===== config.mk =====
export PLATFORM = sky130hd
export DESIGN_NAME = counter_ctrl
export DESIGN_NICKNAME = d
export VERILOG_FILES = /design/src/rtl/counter_ctrl.sv
export SDC_FILE = /design/constraint.sdc
export NUM_CORES = 1
export LEC_CHECK = 0
export ABC_AREA = 1
export CORE_MARGIN = 1.5
export CORE_UTILIZATION = 51
export CTS_CLUSTER_DIAMETER = 40
export DETAILED_ROUTE_END_ITERATION = 6
export PLACE_DENSITY = 0.83
export SLEW_MARGIN = 25
export SYNTH_ARGS = -nofsm -noshare
export SYNTH_HDL_FRONTEND = slang
export SYNTH_SLANG_ARGS = --single-unit

===== constraint.sdc =====
create_clock -name clock -period 2.5 [get_ports clock]
set_input_delay 0.5 -clock clock [delete_from_list [all_inputs] [get_ports clock]]
set_output_delay 0.5 -clock clock [all_outputs]
set_load 0.005 [all_outputs]

===== src/rtl/counter_ctrl.sv =====
// counter_ctrl
//
// Command-driven sequencer for an external WIDTH-bit up counter. It accepts
// START / STOP / PAUSE-RESUME commands over a valid/ready handshake. On START
// it clears the counter and then gates the counter's enable until the
// programmed terminal count is reached. At terminal count it pulses done and
// bumps the period counter. It then either returns to idle (one-shot) or
// clears the counter and runs again (periodic).
//
// Ports
//   clock         system clock, rising edge
//   reset_n       asynchronous active-low reset
//   cmd_valid     command present
//   cmd_ready     command accepted when cmd_valid && cmd_ready at rising edge
//   cmd_op        00 NOP, 01 START, 10 STOP, 11 PAUSE/RESUME
//   cmd_limit     terminal count, sampled on an accepted START
//   cmd_periodic  auto-reload after terminal, sampled on an accepted START
//   cnt_reset     active-high clear to the counter
//   cnt_enable    count enable to the counter
//   cnt_value     counter's current count
//   busy          sequencer is not idle
//   done          one-cycle pulse at terminal count
//   periods       completed periods since the last START (wraps)
module counter_ctrl #(
    parameter int WIDTH  = 4,
    parameter int PCNT_W = 8
) (
    input  logic              clock,
    input  logic              reset_n,
    input  logic              cmd_valid,
    output logic              cmd_ready,
    input  logic [1:0]        cmd_op,
    input  logic [WIDTH-1:0]  cmd_limit,
    input  logic              cmd_periodic,
    output logic              cnt_reset,
    output logic              cnt_enable,
    input  logic [WIDTH-1:0]  cnt_value,
    output logic              busy,
    output logic              done,
    output logic [PCNT_W-1:0] periods
);

    localparam logic [1:0] OP_NOP   = 2'b00;
    localparam logic [1:0] OP_START = 2'b01;
    localparam logic [1:0] OP_STOP  = 2'b10;
    localparam logic [1:0] OP_PAUSE = 2'b11;

    typedef enum logic [1:0] {
        S_IDLE   = 2'd0,
        S_CLEAR  = 2'd1,
        S_RUN    = 2'd2,
        S_PAUSED = 2'd3
    } state_t;

    state_t              state_reg, state_next;
    logic [WIDTH-1:0]    limit_reg, limit_next;
    logic                periodic_reg, periodic_next;
    logic                done_reg, done_next;
    logic [PCNT_W-1:0]   periods_reg, periods_next;

    logic cmd_accept;
    logic is_start, is_stop, is_pause;
    logic terminal;

    assign cmd_ready  = (state_reg != S_CLEAR);
    assign cmd_accept = cmd_valid && cmd_ready;
    assign is_start   = cmd_accept && (cmd_op == OP_START);
    assign is_stop    = cmd_accept && (cmd_op == OP_STOP);
    assign is_pause   = cmd_accept && (cmd_op == OP_PAUSE);
    assign terminal   = (cnt_value == limit_reg);

    // Holding the counter clear while reset_n is low means it comes out of
    // system reset at 0 without needing its own reset connection.
    assign cnt_reset  = ~reset_n | (state_reg == S_CLEAR);
    // Combinational gate so the counter stops on the very value that matches.
    assign cnt_enable = (state_reg == S_RUN) && !terminal;
    assign busy       = (state_reg != S_IDLE);
    assign done       = done_reg;
    assign periods    = periods_reg;

    always_ff @(posedge clock or negedge reset_n) begin
        if (!reset_n) begin
            state_reg    <= S_IDLE;
            limit_reg    <= '0;
            periodic_reg <= 1'b0;
            done_reg     <= 1'b0;
            periods_reg  <= '0;
        end else begin
            state_reg    <= state_next;
            limit_reg    <= limit_next;
            periodic_reg <= periodic_next;
            done_reg     <= done_next;
            periods_reg  <= periods_next;
        end
    end

    always_comb begin
        state_next    = state_reg;
        limit_next    = limit_reg;
        periodic_next = periodic_reg;
        done_next     = 1'b0;
        periods_next  = periods_reg;

        case (state_reg)
            S_IDLE: begin
                // STOP and PAUSE are accepted here but have nothing to act on.
                if (is_start) begin
                    limit_next    = cmd_limit;
                    periodic_next = cmd_periodic;
                    periods_next  = '0;
                    state_next    = S_CLEAR;
                end
            end
            S_CLEAR: begin
                state_next = S_RUN;
            end
            S_RUN: begin
                // STOP/START pre-empt a coincident terminal match (no done);
                // a PAUSE coinciding with the match is swallowed.
                if (is_stop) begin
                    state_next = S_IDLE;
                end else if (is_start) begin
                    limit_next    = cmd_limit;
                    periodic_next = cmd_periodic;
                    periods_next  = '0;
                    state_next    = S_CLEAR;
                end else if (terminal) begin
                    done_next    = 1'b1;
                    periods_next = periods_reg + PCNT_W'(1);
                    state_next   = periodic_reg ? S_CLEAR : S_IDLE;
                end else if (is_pause) begin
                    state_next = S_PAUSED;
                end
            end
            S_PAUSED: begin
                if (is_stop) begin
                    state_next = S_IDLE;
                end else if (is_start) begin
                    limit_next    = cmd_limit;
                    periodic_next = cmd_periodic;
                    periods_next  = '0;
                    state_next    = S_CLEAR;
                end else if (is_pause) begin
                    state_next = S_RUN;
                end
            end
            default: begin
                state_next = S_IDLE;
            end
        endcase
    end

    // OP_NOP needs no handling: it is accepted and changes nothing.
    logic unused_op_nop;
    assign unused_op_nop = (cmd_op == OP_NOP);

endmodule


# Word level (Yosys, flattened, before mapping)
# Index checks and enable logic that the tools add are counted.
[word_totals]
out_inout_bits = 13
elab_cells = 63
reg_bits = 16
[classes]
eq_ne = 15
muxes = 26
reduce_logical = 14
n_addsub = 1
bitwise = 2
[ops]
columns = ["operator", "count"]
rows = [
  ["$mux 8", 5],
  ["$pmux 8 s3", 1],
  ["$mux 2", 8],
  ["$add 8x1->8 const B", 1],
  ["$eq 2x2->1 const B", 4],
  ["$mux 4", 2],
  ["$ne 2x2->1 const B", 4],
  ["$pmux 2 s4", 1],
  ["$pmux 4 s2", 1],
  ["$mux 1", 7],
  ["$logic_and 1x1->1", 5],
  ["$ne 5x5->1 const B", 1],
  ["$eq 2x1->1 const B", 2],
  ["$eq 4x4->1", 1],
  ["$ne 4x4->1 const B", 1],
  ["$reduce_and 4->1", 1],
  ["$reduce_bool 2->1", 2],
  ["$ne 3x3->1 const B", 1],
  ["$reduce_and 3->1", 1],
  ["$reduce_bool 3->1", 1],
  ["$logic_not 2->1", 1],
  ["$ne 2x1->1 const B", 1],
  ["$pmux 1 s2", 1],
  ["$reduce_and 2->1", 1],
  ["4 further kinds", 4],
]

# Longest topological paths before layout
# Gate-level depths: netlist of run 1.
[logic_depth]
ltp_word = 8
ltp_mapped = 10
mapped_depth_nobuf = 10

# Worst setup path before layout of run 1
# No wires, ideal clock.
[synth_timing]
path_type = "in2reg"
start = "input cmd_op[0]"
end = "register periods_reg[0], in the netlist periods[0]"
stages = 9
setup_slack_ps = 1121
n_path_buf = 1
setup_time_ps = 118
required_time_ps = 2382
arrival_ps = 1261
path_cell_list = "inv_1 > nor2_2 > nand3_2 > nand2_1 > o21a_2 > nand2_4 > buf_12 > nand2_1 > o21ai_2"
[synth_via]
elab_chain_len = 5
word_cells_on_any_way = 13
cone_classes = "eq/ne: 5; mux: 5; reduce/logical: 3"
[synth_rtl]
columns = ["element", "line_no", "rtl"]
rows = [
  ["start, declared", "32", "input logic [1:0] cmd_op,"],
  ["$eq 2x1->1", "67", "assign is_start = cmd_accept && (cmd_op == OP_START);"],
  ["$logic_and 1x1->1", "67", ""],
  ["$mux 8 (on tied branches) (2 in series)", "--", ""],
  ["$pmux 8 s3", "104", "case (state_reg)"],
  ["end signal, assigned", "93", "periods_reg <= periods_next;"],
  ["end, declared", "59", "logic [PCNT_W-1:0] periods_reg, periods_next;"],
]
# Several ways; a longest one is shown, not always the timed one. The select of a mux whose other input is x is not followed.
# A chain may end at the register's enable or synchronous reset.

# Worst setup path in the final report of run 1
[layout_timing]
start = "input cnt_value[3]"
end = "output cnt_enable"
[layout_via]
elab_chain_len = 3
[layout_rtl]
columns = ["element", "line_no", "rtl"]
rows = [
  ["start, declared", "37", "input logic [WIDTH-1:0] cnt_value,"],
  ["$eq 4x4->1", "70", "assign terminal = (cnt_value == limit_reg);"],
  ["$logic_not 1->1", "76", "assign cnt_enable = (state_reg == S_RUN) && !terminal;"],
  ["$logic_and 1x1->1", "76", ""],
  ["end, declared", "36", "output logic cnt_enable,"],
]
# No other way between the ends.

==> results by group, run 1 <==
Setup path
  • Worst path required time: 2.00 ns
  • Bufs and invs on worst path: 2
  • CP max-delay cell: clkdlybuf4s50_1
  • CP Class: in -> out
  • Most numerous cell on the critical path: nor2_1
  • Crit Path Max Fanout: 2
  • CP top delay family: buffers and inverters
  • Crit path DAT: 1.89 ns
  • Flop-to-flop setup slack: 1.00 ns
  • Reg2Reg Depth: 9
  • Worst path cell trace: clkdlybuf4s50_1 -> nor2_1 -> nor2_1 -> nor2_1 -> a21oi_1 -> clkdlybuf4s50_1
  • Reg-to-Reg Start: state_reg[1]
  • Worst R2R End: state_reg[0]
  • Setup crit end kind: output pin
  • Slowest stage delay, CP: 0.55 ns
  • Crit path launch type: input pin

Synthesis
  • Syn_nets: 160
  • Synth Area in XOR/XNOR: 0
  • Largest family of logic cells by synthesized area: simple AND/OR/NAND/NOR gates
  • Top-count cell post-synth: nand2_1
  • Mapped Avg Cell Area: 7.188 sq um
  • Mux contribution to synthesized area: 0
  • Synth cell count leaders: nand2_1 (45), inv_1 (22), dfrtp_1 (16)
  • Cell variety after synth: 26
  • Syn Std Cell Area: 1042 sq um
  • Post-synth EDFFs: 0
  • Compound-Gate Fraction of Synth Area: 0.1212
  • Synth area leader: dfrtp_1
  • FFs w/ async S/R, synth: 1.000
  • FF+latch count, synth: 16
  • Adder-cell share of the synthesized area: 0.01200
  • Sequential area share after synthesis: 0.3842
  • Dominant cells by area after synthesis: dfrtp_1 (38%), nand2_1 (16%), inv_1 (7.9%)
  • Synth Area in Simple Gates: 0.3589
  • Yosys Warn Count: 0
  • Post-synth top area share: 0.3842
  • Post-Synthesis Cells: 145
  • Post-synth top flop: dfrtp_1

Layout
  • Final Core Density: 0.6985
  • Final instance area: 1356 sq um
  • Nets: 191
  • Syn-to-layout area delta: 30.13%
  • Multi-input gate area: 513.0 sq um
  • ANT cells: 0
  • Layout cells sized above 1: 0.1314
  • Max FFs per register: 8
  • Reg area: 400.4 sq um
  • FILL cells: 170

Clock network
  • # Post-CTS Setup Buffers: 0
  • TritonCTS clock tree: yes
  • Cts-stage hold buffer count: 0
  • CTS Buf Count: 3
  • Worst-Skew Late Latency: 0.29 ns
  • Post-CTS sizing: 0
  • CTS root buf: clkbuf_4
  • Clk sinks: 16
  • Clock transition at path regs: 0.10 ns
  • CTS max path bufs: 2
  • H-tree levels: 1

Die
  • Die area: 2324 sq um
  • # IOs: 27
  • Die Ht: 48.21 um
  • Initial core utilization: 0.5367
  • Die width: 48.21 um
  • Row cnt: 16
  • Core ar.: 1942 sq um

Status
  • Status: finished clean

Pwr
  • Leakage power: 0.6592 nW
  • Net Sw Power: 0.4544 mW
  • Pwr/cell area: 823.0 nW/um^2
  • Internal: 0.6617 mW
  • Combinational share of power: 0.503
  • Clock Power Share: 0.157
  • Sequential Power Share: 0.340
  • Peak VDD IR: 0.0006117 V
  • Net Sw Frac: 0.4071

Timing
  • Total negative setup slack: 0 ns
  • Hold WS: 0.5170 ns
  • Max_slew headroom: 0.8442
  • Tmin final: 2.385 ns
  • Worst-margin pin slew: 0.2320 ns
  • Final setup skew: 0.002244 ns
  • Final setup viols: 0
  • RSZ-0062 raised after global routing: false
  • Final Slew Violations: 0
  • Final Hold Fails: 0
  • Period utilization: 0.9540
  • F_max: 419.3 MHz

Placement
  • GP Congestion: 0.8575
  • HPWL after DPL: 1637 um
  • IO Port Bufs: 26
  • Post-Place Cell Area: 1320 sq um

GRT
  • Grt total ovfl: 0
  • First-pass GRT wire length: 3532 um
  • Initial antenna violation count: 0
  • GRT Overall Usage: 0.2223
  • Pin count of the biggest net entering global routing: 17
  • Vias in the first global route: 867

Detailed routing
  • WL/cell: 11.07 um
  • Drt pass-1 iters: 4
  • Detailed Route WL: 2236 um
  • Routed via count divided by cell count: 4.995
  • Final ANT Viol Nets: 0
  • Metal2 WL: 1101 um
  • Vias: 1,009
  • Highest routing layer actually used: met4
  • M1 wire length: 1007 um
  • DRC violations left: 0
  • DR iter-0 viols: 12
  • Metal3 WL: 76 um

Hold path
  • Hold Path Origin: limit_reg[3]
  • Hold Path Depth: 2
  • Type of the tightest min-delay check: reg -> reg
  • Hold Path Sink: limit_reg[3]

Flow run
  • Max Cap Viol: 0
-- metal layers --
metal,vias to the layer above,GRT usage
met1,456,0.2696
li1,521,-
met5,-,0
met2,25,0.3737
met4,0,0.1081
met3,7,0.04444
-- how the worst max path moves through the flow --
stage,start,endpoint,slack (ns),cells after the start
finish,cnt_value[3],cnt_enable,0.11,6
global route,cnt_value[3],cnt_enable,0.03,6
CTS,cnt_value[3],cnt_enable,0.12,6
detailed placement,cnt_value[3],cnt_enable,0.12,6
global placement,cnt_value[3],cnt_enable,0.12,6
floorplan,cmd_op[0],periods[0],1.12,9
-- placed cells by master (no fill, tap or decap), types with 2 or more instances in the layout --
master	Yosys	final
nand2_1	45	45
clkdlybuf4s50_1	0	26
inv_1	22	22
dfrtp_1	16	16
nor2_1	10	10
nand4_1	9	9
o21ai_0	8	8
nand3_1	6	6
o21ai_2	4	4
nor2_2	3	3
o21ai_1	3	3
clkbuf_4	0	3
buf_4	1	3
inv_2	2	2
nand2_4	2	2
nand2_2	2	2
-- worst register-to-register path, stage by stage, from the launching register on --
cell,delay (ns)
dfrtp_1,0.40
inv_2,0.11
nand2_4,0.09
nand3_2,0.17
buf_4,0.19
nand2_1,0.08
o21bai_1,0.16
nand3_1,0.09
nand2_1,0.07
nand2_1,0.04
-- through the flow --
stage | std cells | setup slack (ns) | power [mW]
2_1_floorplan | 145 | 1.121 | 0.7814
3_3_place_gp | 198 | 0.1164 | 0.9200
3_5_place_dp | 198 | 0.1158 | 0.9374
4_1_cts | 202 | 0.1154 | 1.117
5_1_grt | 202 | 0.02593 | 1.199
6_report | 202 | 0.1150 | 1.116
-- kinds of logic (layout without fill, tap and decap cells) --
kind of cell,Yosys count,after routing
adders and majority gates,1,1
DFF,16,16
AOI/OAI and AO/OA,20,20
buffers and inverters,27,57
and+or+nand+nor,81,81
-- power by group through the flow --
| stage | sequential, mW | combinational (mW) | clock (mW) |
|---|---|---|---|
| floorplan | 0.377 | 0.404 | 0 |
| global placement | 0.381 | 0.539 | 0 |
| detailed placement | 0.383 | 0.554 | 0 |
| CTS | 0.378 | 0.560 | 0.179 |
| global route | 0.390 | 0.624 | 0.185 |
| finish | 0.379 | 0.561 | 0.176 |
-- area by class of cell --
class	instances	area share
Multi-Input combinational cell	102	0.3782
Sequential cell	16	0.2952
Timing Repair Buffer	29	0.2085
Inverter	24	0.06642
Clock buffer	4	0.02675
Tap cell	27	0.02491
(Power assumes the default switching activity.)
==> run 2, diff against run 1 <==
--- a/config.mk
+++ b/config.mk
@@ -11,7 +11,7 @@
 export CTS_CLUSTER_DIAMETER = 40
 export DETAILED_ROUTE_END_ITERATION = 6
 export PLACE_DENSITY = 0.83
-export SLEW_MARGIN = 25
+export SLEW_MARGIN = 20
 export SYNTH_ARGS = -nofsm -noshare
 export SYNTH_HDL_FRONTEND = slang
 export SYNTH_SLANG_ARGS = --single-unit
==> results of run 2 <==
Same layout as run 1: the final DEF is identical, and so are final timing and power.
